## config.mk

```make
export PLATFORM = sky130hd
export DESIGN_NAME = mips_ctrl_fsm
export DESIGN_NICKNAME = d
export VERILOG_FILES = /design/src/rtl/mips_pkg.sv /design/src/rtl/mips_alu_dec.sv /design/src/rtl/mips_ctrl_fsm.sv
export SDC_FILE = /design/constraint.sdc
export NUM_CORES = 1
export LEC_CHECK = 0
export ABC_AREA = 1
export BUFFER_PORTS_ARGS = -buffer_cell sky130_fd_sc_hd__buf_2
export CORE_UTILIZATION = 37
export DETAILED_ROUTE_END_ITERATION = 8
export PLACE_DENSITY_LB_ADDON = 0.12
export SYNTH_ARGS = -nofsm -noshare
export SYNTH_HDL_FRONTEND = slang
export SYNTH_SLANG_ARGS = --single-unit
```

## constraint.sdc

```tcl
create_clock -name clk -period 1 [get_ports clk]
set_input_delay 0.1 -clock clk [delete_from_list [all_inputs] [get_ports clk]]
set_output_delay 0.1 -clock clk [all_outputs]
set_load 0.05 [all_outputs]
```

## src/rtl/mips_pkg.sv

```systemverilog
// rtl/mips_pkg.sv - shared encodings and state enum for the 16-bit MIPS multi-cycle controller
package mips_pkg;

  // Opcodes (IR[15:13])
  localparam logic [2:0] OP_RTYPE = 3'b000;
  localparam logic [2:0] OP_SLTI  = 3'b001;
  localparam logic [2:0] OP_LW    = 3'b010;
  localparam logic [2:0] OP_SW    = 3'b011;
  localparam logic [2:0] OP_BEQ   = 3'b100;
  localparam logic [2:0] OP_J     = 3'b101;
  localparam logic [2:0] OP_ADDI  = 3'b110;
  localparam logic [2:0] OP_JAL   = 3'b111;

  // R-type funct codes (IR[2:0]); they coincide with the ALU op codes
  localparam logic [2:0] FUNCT_ADD = 3'b000;
  localparam logic [2:0] FUNCT_SUB = 3'b001;
  localparam logic [2:0] FUNCT_AND = 3'b010;
  localparam logic [2:0] FUNCT_OR  = 3'b011;
  localparam logic [2:0] FUNCT_SLT = 3'b100;

  // ALU operation codes
  localparam logic [2:0] ALU_ADD = 3'b000;
  localparam logic [2:0] ALU_SUB = 3'b001;
  localparam logic [2:0] ALU_AND = 3'b010;
  localparam logic [2:0] ALU_OR  = 3'b011;
  localparam logic [2:0] ALU_SLT = 3'b100;

  // ALU operand B select
  localparam logic [1:0] SRCB_REG    = 2'b00;
  localparam logic [1:0] SRCB_TWO    = 2'b01;
  localparam logic [1:0] SRCB_IMM    = 2'b10;
  localparam logic [1:0] SRCB_IMM_SH = 2'b11;

  // PC source select
  localparam logic [1:0] PCSRC_ALU    = 2'b00;
  localparam logic [1:0] PCSRC_ALUOUT = 2'b01;
  localparam logic [1:0] PCSRC_JUMP   = 2'b10;

  // Destination register select
  localparam logic [1:0] REGDST_RT = 2'b00;
  localparam logic [1:0] REGDST_RD = 2'b01;
  localparam logic [1:0] REGDST_R7 = 2'b10;

  // Writeback data select
  localparam logic [1:0] WB_ALUOUT = 2'b00;
  localparam logic [1:0] WB_MDR    = 2'b01;
  localparam logic [1:0] WB_PC     = 2'b10;

  // How the ALU decoder should interpret the current state
  typedef enum logic [1:0] {
    ACLS_ADD,
    ACLS_RTYPE,
    ACLS_ITYPE,
    ACLS_SUB
  } alu_cls_e;

  typedef enum logic [3:0] {
    S_FETCH,
    S_DECODE,
    S_MEM_ADDR,
    S_MEM_READ,
    S_MEM_WB,
    S_MEM_WRITE,
    S_EXEC_R,
    S_R_WB,
    S_EXEC_I,
    S_I_WB,
    S_BRANCH,
    S_JUMP
`ifdef MIPS_CTRL_JAL_EN
    , S_JAL
`endif
  } state_e;

  // Only funct 000..100 name an ALU operation
  function automatic logic funct_is_valid(input logic [2:0] f);
    return f <= FUNCT_SLT;
  endfunction

endpackage

```

## src/rtl/mips_alu_dec.sv

```systemverilog
// rtl/mips_alu_dec.sv - maps (state class, opcode, funct) to the ALU op code and funct-valid flag
module mips_alu_dec
  import mips_pkg::*;
(
  input  alu_cls_e   alu_cls_i,
  input  logic [2:0] opcode_i,
  input  logic [2:0] funct_i,
  output logic [2:0] alu_control_o,
  output logic       funct_valid_o
);

  // Pick the ALU op; R-type passes funct straight through, even when it is undefined
  always_comb begin
    alu_control_o = ALU_ADD;
    funct_valid_o = funct_is_valid(funct_i);
    case (alu_cls_i)
      ACLS_RTYPE: alu_control_o = funct_i;
      ACLS_ITYPE: alu_control_o = (opcode_i == OP_SLTI) ? ALU_SLT : ALU_ADD;
      ACLS_SUB:   alu_control_o = ALU_SUB;
      default:    alu_control_o = ALU_ADD;
    endcase
  end

endmodule

```

## src/rtl/mips_ctrl_fsm.sv

```systemverilog
// rtl/mips_ctrl_fsm.sv - multi-cycle main controller; MIPS_CTRL_JAL_EN enables the jal instruction
module mips_ctrl_fsm
  import mips_pkg::*;
(
  input  logic       clk,
  input  logic       reset,
  input  logic [2:0] opcode,
  input  logic [2:0] funct,
  input  logic       zero_flag,
  input  logic       mem_ready,
  output logic [2:0] alu_control,
  output logic       alu_src_a,
  output logic [1:0] alu_src_b,
  output logic       iord,
  output logic       mem_req,
  output logic       mem_we,
  output logic       ir_write,
  output logic       pc_en,
  output logic [1:0] pc_source,
  output logic       reg_write,
  output logic [1:0] reg_dst,
  output logic [1:0] mem_to_reg,
  output logic       illegal_op
);

  state_e   state_q, state_d;
  alu_cls_e alu_cls;
  logic     funct_valid;

  mips_alu_dec u_alu_dec (
    .alu_cls_i     (alu_cls),
    .opcode_i      (opcode),
    .funct_i       (funct),
    .alu_control_o (alu_control),
    .funct_valid_o (funct_valid)
  );

  // State register; reset abandons any pending access
  always_ff @(posedge clk) begin
    if (reset) state_q <= S_FETCH;
    else       state_q <= state_d;
  end

  // Next-state and datapath controls; everything not driven by a state stays 0
  always_comb begin
    state_d    = state_q;
    alu_cls    = ACLS_ADD;
    alu_src_a  = 1'b0;
    alu_src_b  = SRCB_REG;
    iord       = 1'b0;
    mem_req    = 1'b0;
    mem_we     = 1'b0;
    ir_write   = 1'b0;
    pc_en      = 1'b0;
    pc_source  = PCSRC_ALU;
    reg_write  = 1'b0;
    reg_dst    = REGDST_RT;
    mem_to_reg = WB_ALUOUT;
    illegal_op = 1'b0;
    case (state_q)
      S_FETCH: begin
        mem_req   = 1'b1;
        alu_src_b = SRCB_TWO;
        ir_write  = mem_ready;
        pc_en     = mem_ready;
        if (mem_ready) state_d = S_DECODE;
      end
      S_DECODE: begin
        // Branch target computed speculatively into ALUOut
        alu_src_b = SRCB_IMM_SH;
        case (opcode)
          OP_LW, OP_SW:    state_d = S_MEM_ADDR;
          OP_RTYPE:        state_d = S_EXEC_R;
          OP_SLTI, OP_ADDI: state_d = S_EXEC_I;
          OP_BEQ:          state_d = S_BRANCH;
          OP_J:            state_d = S_JUMP;
`ifdef MIPS_CTRL_JAL_EN
          OP_JAL:          state_d = S_JAL;
`endif
          default: begin
            illegal_op = 1'b1;
            state_d    = S_FETCH;
          end
        endcase
      end
      S_MEM_ADDR: begin
        alu_src_a = 1'b1;
        alu_src_b = SRCB_IMM;
        state_d   = (opcode == OP_LW) ? S_MEM_READ : S_MEM_WRITE;
      end
      S_MEM_READ: begin
        mem_req = 1'b1;
        iord    = 1'b1;
        if (mem_ready) state_d = S_MEM_WB;
      end
      S_MEM_WB: begin
        reg_write  = 1'b1;
        reg_dst    = REGDST_RT;
        mem_to_reg = WB_MDR;
        state_d    = S_FETCH;
      end
      S_MEM_WRITE: begin
        mem_req = 1'b1;
        mem_we  = 1'b1;
        iord    = 1'b1;
        if (mem_ready) state_d = S_FETCH;
      end
      S_EXEC_R: begin
        alu_src_a = 1'b1;
        alu_src_b = SRCB_REG;
        alu_cls   = ACLS_RTYPE;
        if (!funct_valid) begin
          illegal_op = 1'b1;
          state_d    = S_FETCH;
        end else begin
          state_d = S_R_WB;
        end
      end
      S_R_WB: begin
        reg_write = 1'b1;
        reg_dst   = REGDST_RD;
        state_d   = S_FETCH;
      end
      S_EXEC_I: begin
        alu_src_a = 1'b1;
        alu_src_b = SRCB_IMM;
        alu_cls   = ACLS_ITYPE;
        state_d   = S_I_WB;
      end
      S_I_WB: begin
        reg_write = 1'b1;
        reg_dst   = REGDST_RT;
        state_d   = S_FETCH;
      end
      S_BRANCH: begin
        alu_src_a = 1'b1;
        alu_src_b = SRCB_REG;
        alu_cls   = ACLS_SUB;
        pc_source = PCSRC_ALUOUT;
        pc_en     = zero_flag;
        state_d   = S_FETCH;
      end
      S_JUMP: begin
        pc_source = PCSRC_JUMP;
        pc_en     = 1'b1;
        state_d   = S_FETCH;
      end
`ifdef MIPS_CTRL_JAL_EN
      S_JAL: begin
        // Return address (PC already advanced by 2) goes to r7
        pc_source  = PCSRC_JUMP;
        pc_en      = 1'b1;
        reg_write  = 1'b1;
        reg_dst    = REGDST_R7;
        mem_to_reg = WB_PC;
        state_d    = S_FETCH;
      end
`endif
      default: state_d = S_FETCH;
    endcase
  end

endmodule

```

==> results of run 1 <==
[logic make-up after synthesis]
family | after synthesis
AOI/OAI and AO/OA | 13
buffers and inverters | 21
DFF | 4
other | 1
and+or+nand+nor | 55
[cells in the mapped netlist]
master,instances
a21oi_1,5
nor2_1,13
o211ai_1,1
nand2_2,4
nand4_1,1
o21ai_0,3
o21ai_2,1
inv_1,19
o32ai_1,1
nand3b_1,1
nor2_4,1
nand3_2,1
nand3_1,7
dfxtp_1,4
nand2_1,26
a21oi_2,2
buf_4,2
nor2_2,1
conb_1,1
[per-stage QoR]
stage | worst slack (ns) | area (um^2) | setup TNS [ns]
after detailed placement | -0.339 | 941 | -4.94
after global placement | -0.328 | 941 | -4.61
after floorplan | -0.291 | 676 | -3.08
==> impl_metrics.tcl, run 1 <==
set metrics [dict create \
    synth_xor_area_share_pct 0 \
    portBuffers 26 \
    cts_hold_buffers 0 \
    netlist_area_um2 500 \
    cts.path.max_buffers 2 \
    synth.avg_cell_area_um2 5.32 \
    synthMuxAreaShare_pct 0 \
    cts_resized 71 \
    firstError "[ERROR DPL-0038] Utilization greater than 100%, impossible to legalize" \
    ys_top_cells_by_area "nand2_1, dfxtp_1, inv_1" \
    die_x_um 38.8 \
    lastStage "4_1_cts" \
    hpwl_um 1380 \
    synth-simple-area-share_pct 49.5 \
    status "aborted with a tool error" \
    yosys_register_bits 4 \
    post-synth-top-area-fraction_pct 19.5 \
    synth_cell_types 19 \
    postSynthCellCount 94 \
    synth_adder_area_share_pct 0 \
    post-synth-top-area-cell "nand2_1" \
    cts-root-buf "clkbuf_4" \
    synth_top_family_by_area "simple AND/OR/NAND/NOR gates" \
    dieHeight_um 38.8 \
    cts_sinks 4 \
    cts_max_level 1 \
    cts_setup_buffers 5 \
    finalWeightedCongestion 0.835 \
    synth_compound_area_share_pct 16.5 \
    placedCellCount 149 \
    start_util_pct 42.2 \
    cts_inserted_buffers 3 \
    yosysSeqAreaShare_pct 16.0 \
    yosysWarnings 0 \
    rows 12 \
    io_pins 29 \
]
==> inputs of run 2 (changes only) <==
Settings changed: CORE_AREA set to 2 2 63 65, CORE_UTILIZATION 37 to unset, DIE_AREA set to 0 0 65 67, PLACE_DENSITY_LB_ADDON 0.12 to 0.15.
Clock period 1 ns to 1.3 ns, I/O delays scaled along.
==> impl_metrics.tcl, run 2 <==
set metrics [dict create \
    stdcell_count 190 \
    max_freq_mhz 714 \
    critPathMaxFanout 4 \
    postSynthCellCount 94 \
    p_leak_nw 0.593 \
    grtUsageTotal_pct 9.07 \
    drt_iter0_markers 6 \
    cts-root-buf "clkbuf_8" \
    cts_sinks 4 \
    worst_ir_drop_vdd_mv 0.416 \
    drv_slew 0 \
    die_x_um 65 \
    p_seq_share_pct 9.5 \
    placedCellCount 181 \
    setup_slack_ns -0.100 \
    power.share.clock_pct 9.5 \
    worstPathArrival_ns 1.27 \
    cts_tree "yes" \
    yosysWarnings 0 \
    setup_viol 13 \
    max_cap_violations 0 \
    cp-start-kind "flop" \
    p_total_w 0.00265 \
    hold_path_class "in2reg" \
    synth.avg_cell_area_um2 5.32 \
    finalHoldViolCount 0 \
    switching_share_pct 51.5 \
    drive_gt1_share_pct 71.1 \
    cts.path.max_buffers 2 \
    antenna_found_initial 0 \
    nNetsFinal 154 \
    post-synth-top-area-fraction_pct 19.5 \
    power_density_nw_per_um2 2180 \
    cts_inserted_buffers 3 \
    cts.reportedPaths.clkPinSlew_ns 0.03 \
    crit_path_end_kind "output pin" \
    start_util_pct 13.9 \
    io_pins 29 \
    nFillCells 398 \
    wl_per_cell_um 10.1 \
    post_dp_cell_area_um2 878 \
    cts_hold_buffers 0 \
    power_frac_comb_pct 81.0 \
    core_um2 3610 \
    regMostFlops "state_q" \
    area_delta_synth_final_pct 143 \
    post-synth-top-area-cell "nand2_1" \
    hpwl_um 1570 \
    finalWeightedCongestion 0.684 \
    synthFlopType "dfxtp_1" \
    yosysSeqAreaShare_pct 16.0 \
    grt_setup_unrepaired "yes" \
    grt_pass1_vias 695 \
    grt_max_degree 8 \
    final_common_cell "buf_4" \
    dieArea_um2 4360 \
    finalCriticalPeriod_ns 1.40 \
    drt-total-wl_um 1930 \
    mostFrequentLayoutCells "buf_4, nand2_1, buf_6" \
    drc_errors 0 \
    intPower_w 0.00129 \
    via_per_inst 3.87 \
    synth_cell_types 19 \
    portBuffers 26 \
    yosysMostFrequentCell "nand2_1" \
    synth_edf_count 0 \
    grt_overflow 0 \
    finalClockSkew_ns 0.000274 \
    largest_reg_flops 4 \
    clock_latency_ns 0.21 \
    rows 22 \
    largestRegisters "state_q: 4 flops" \
    vias 736 \
    num_antenna_cells 0 \
    yosys_register_bits 4 \
    grt_pass1_wl_um 3020 \
    antenna_left 0 \
    switchingPower_w 0.00137 \
    status "finished, violations left" \
    netlist_area_um2 500 \
    ys_top_cells_by_area "nand2_1, dfxtp_1, inv_1" \
    required_ns 1.17 \
    violations "negative setup slack" \
    ys_async_sr_fraction_pct 0 \
    yosys-top-cells-count "nand2_1, inv_1, nor2_1" \
    fin_area_um2 1220 \
    dieHeight_um 67 \
    critPathKind "reg2out" \
    cts_max_level 1 \
    detail_route.first_pass.iterations 2 \
    finalCritPeriodShare_pct 108 \
]
run 2: stage by stage:
| stage | worst slack [ns] | hold WS (ns) | util, % | setup TNS, ns |
|---|---|---|---|---|
| 2_1_floorplan | -0.166 | 0.192 | - | -0.483 |
| 3_3_place_gp | -0.0320 | 0.364 | 24.4 | -0.0373 |
| 3_5_place_dp | -0.0590 | 0.371 | 24.4 | -0.208 |
| 4_1_cts | -0.0968 | 0.141 | 31.3 | -0.709 |
| 5_1_grt | -0.174 | 0.156 | 33.7 | -1.63 |
| 6_report | -0.100 | 0.144 | 33.7 | -0.728 |
run 2: area by class of cell:
type,instances,area [um^2],area share [%]
multi-input cells,70,515,42.4
repair buffers,46,424,34.9
flip-flops and latches,4,92.6,7.61
inverters,19,82.6,6.79
well taps,48,60.1,4.94
clock buffers,3,41.3,3.40
run 2: final timing paths:
path                   start          to  slack, ns  cells past startpoint
setup / recovery  state_q[2]  illegal_op      -0.10                      6
hold / removal         reset  state_q[2]       0.14                      2
setup reg to reg  state_q[1]  state_q[0]          0                      8
hold reg to reg   state_q[0]  state_q[0]       0.56                      2
run 2: metal layers:
| metal | GRT usage [%] | vias to the layer above | routed length, um |
|---|---|---|---|
| li1 | - | 387 | - |
| met5 | 0 | - | 0 |
| met2 | 17.8 | 12 | 1050 |
| met1 | 9.86 | 337 | 808 |
| met3 | 1.69 | 0 | 66 |
| met4 | 2.39 | 0 | 0 |
run 2: what timing repair did:
item / CTS / global route
gates resized for setup: 60 / 23
endpoints found under the hold margin: 0 / 0
setup endpoints to repair: 17 / 19
gates cloned: 0 / 0
pin swaps: 7 / 9
buffers inserted: 5 / 1
run 2: critical path, stage by stage (launching register included):
cell and delay (ns):
dfxtp_4 0.35, inv_1 0.09, nand2_4 0.07, nor2_4 0.09
inv_2 0.05, o32ai_4 0.20, buf_6 0.19
run 2: power groups by stage:
stage	clock [W]	sequential [W]	combinational, W
detailed placement	0	0.000212	0.00155
finish	0.000253	0.000252	0.00215
global route	0.000275	0.000261	0.00228
floorplan	0	0.000199	0.00109
CTS	0.000265	0.000247	0.00196
global placement	0	0.000210	0.00155
run 2: cells by family after synthesis:
| family | share of synthesized area [%] |
|---|---|
| other | 0.749 |
| AOI/OAI and AO/OA | 16.5 |
| buffers and inverters | 17.2 |
| DFF | 16.0 |
| and+or+nand+nor | 49.5 |
Note: power is estimated with default switching activity, not from simulation.
==> inputs of run 3 (changes only) <==
Settings changed: SKIP_LAST_GASP set to 1.
Clock period 1.3 ns to 1.25 ns, I/O delays scaled along.
==> impl_metrics.tcl, run 3 (synthesized netlist as in run 2, its figures left out) <==
set metrics [dict create \
    setup_viol 16 \
    grt_max_degree 7 \
    setup.worst_path.start "state_q[1]" \
    rows 22 \
    cts_hold_buffers 0 \
    drt-total-wl_um 1910 \
    r2r-end "state_q[2]" \
    switching_share_pct 51.7 \
    cpMaxStageDelayCell "dfxtp_4" \
    final_common_cell "buf_4" \
    finalClockSkew_ns 0.00470 \
    switchingPower_w 0.00148 \
    mostFrequentLayoutCells "buf_4, nand2_1, buf_6" \
    violations "negative setup slack" \
    worstPathArrival_ns 1.30 \
    core_um2 3610 \
    cts_inserted_buffers 3 \
    antenna_found_initial 0 \
    nFillCells 396 \
    portBuffers 26 \
    num_antenna_cells 0 \
    crit_end "alu_src_a" \
    power_density_nw_per_um2 2250 \
    cts-root-buf "clkbuf_8" \
    clock_latency_ns 0.22 \
    start_util_pct 13.9 \
    finalWeightedCongestion 0.724 \
    slowest_delay_ns 0.39 \
    drt_iter0_markers 25 \
    critPathMaxFanout 6 \
    finalHoldViolCount 0 \
    antenna_left 0 \
    p_leak_nw 0.601 \
    area_delta_synth_final_pct 154 \
    hpwl_um 1550 \
    cts_tree "yes" \
    largest_reg_flops 4 \
    vias 738 \
    setup_slack_ns -0.172 \
    setup_tns_ns -1.75 \
    required_ns 1.12 \
    cts_max_level 1 \
    post_dp_cell_area_um2 926 \
    crit_top_cell "buf_4" \
    fin_area_um2 1270 \
    dieHeight_um 67 \
    holdWs_ns 0.109 \
    grt_overflow 0 \
    worst_ir_drop_vdd_mv 1.07 \
    r2r_cells 10 \
    grt_pass1_wl_um 3490 \
    max_freq_mhz 703 \
    drv_slew 0 \
    critPathKind "reg2out" \
    cts.reportedPaths.clkPinSlew_ns 0.03 \
    nNetsFinal 154 \
    hold_depth 2 \
    crit_path_end_kind "output pin" \
    regMostFlops "state_q" \
    status "finished, violations left" \
    via_per_inst 3.88 \
    finalCritPeriodShare_pct 114 \
    cts_sinks 4 \
    dieArea_um2 4360 \
    intPower_w 0.00138 \
    power.share.clock_pct 9.8 \
    drive_gt1_share_pct 71.1 \
    hold_path_class "in2reg" \
    r2r_slack_ns -0.04 \
    io_pins 29 \
    grtUsageTotal_pct 10.7 \
    cp-start-kind "flop" \
    grt_pass1_vias 793 \
    max_cap_violations 0 \
    p_seq_share_pct 8.9 \
    largestRegisters "state_q: 4 flops" \
    power_frac_comb_pct 81.3 \
    cts.path.max_buffers 2 \
    die_x_um 65 \
    drc_errors 0 \
    grt_setup_unrepaired "yes" \
    finalCriticalPeriod_ns 1.42 \
    detail_route.first_pass.iterations 4 \
    wl_per_cell_um 10.1 \
    r2r-start "state_q[0]" \
    path_cells "nor2_1 > buf_4 > a21oi_2 > buf_4 > nand3_4 > buf_8" \
]
run 3: cell types whose count changed in the layout (fill, tap and decap cells not counted), moves of 2 or more:
cell | previous run | this run
nand2_2 | 11 | 5
nand2_4 | 5 | 9
inv_1 | 11 | 8
nor2_2 | 4 | 1
inv_2 | 4 | 6
nor2_4 | 8 | 10
run 3: metrics by stage:
step                total power (W)  cells  setup slack, ns  utilization, %
floorplan                   0.00138     95           -0.118               -
global placement            0.00189    183           -0.169            25.7
detailed placement          0.00189    183           -0.153            25.7
CTS                         0.00274    191           -0.170            33.5
global route                0.00304    190           -0.239            35.2
finish                      0.00286    190           -0.172            35.2
run 3: layer usage:
| layer | up-vias | wire length [um] | track usage, % |
|---|---|---|---|
| met4 | 0 | 35 | 7.18 |
| li1 | 386 | - | - |
| met1 | 333 | 840 | 12.9 |
| met3 | 3 | 79 | 1.86 |
| met5 | - | 0 | 0 |
| met2 | 16 | 957 | 17.3 |
run 3: cell type report:
cell class              instances  area [um^2]  area share, %
multi-input cells              70          558           43.9
repair buffers                 46          433           34.1
flip-flops and latches          4         92.6           7.29
inverters                      19         85.1           6.70
well taps                      48         60.1           4.73
clock buffers                   3         41.3           3.25
run 3: power groups by stage:
stage,combinational (W),clock (W),sequential [W]
after global routing,0.00247,0.000306,0.000267
final,0.00232,0.000279,0.000256
after CTS,0.00220,0.000290,0.000252
after global placement,0.00167,0,0.000219
after floorplan,0.00116,0,0.000217
after detailed placement,0.00167,0,0.000219
run 3: what timing repair did:
action / CTS / global route
gates resized for setup: 61 / 21
cloned: 0 / 0
pin swaps: 11 / 11
setup endpoints to repair: 19 / 20
buffers inserted: 5 / 1
run 3: worst max-delay path, delay by kind of cell (launching register included):
| family | cells | cell delay [ns] |
|---|---|---|
| and+or+nand+nor | 2 | 0.12 |
| buffers and inverters | 3 | 0.44 |
| DFF | 1 | 0.39 |
| AOI/OAI and AO/OA | 1 | 0.13 |
run 3: worst min-delay path by stage:
stage / from / end / slack (ns)
detailed placement: reset / state_q[2] / 0.35
floorplan: reset / state_q[2] / 0.18
finish: reset / state_q[2] / 0.11
global route: reset / state_q[0] / 0.11
CTS: reset / state_q[2] / 0.11
global placement: reset / state_q[2] / 0.35
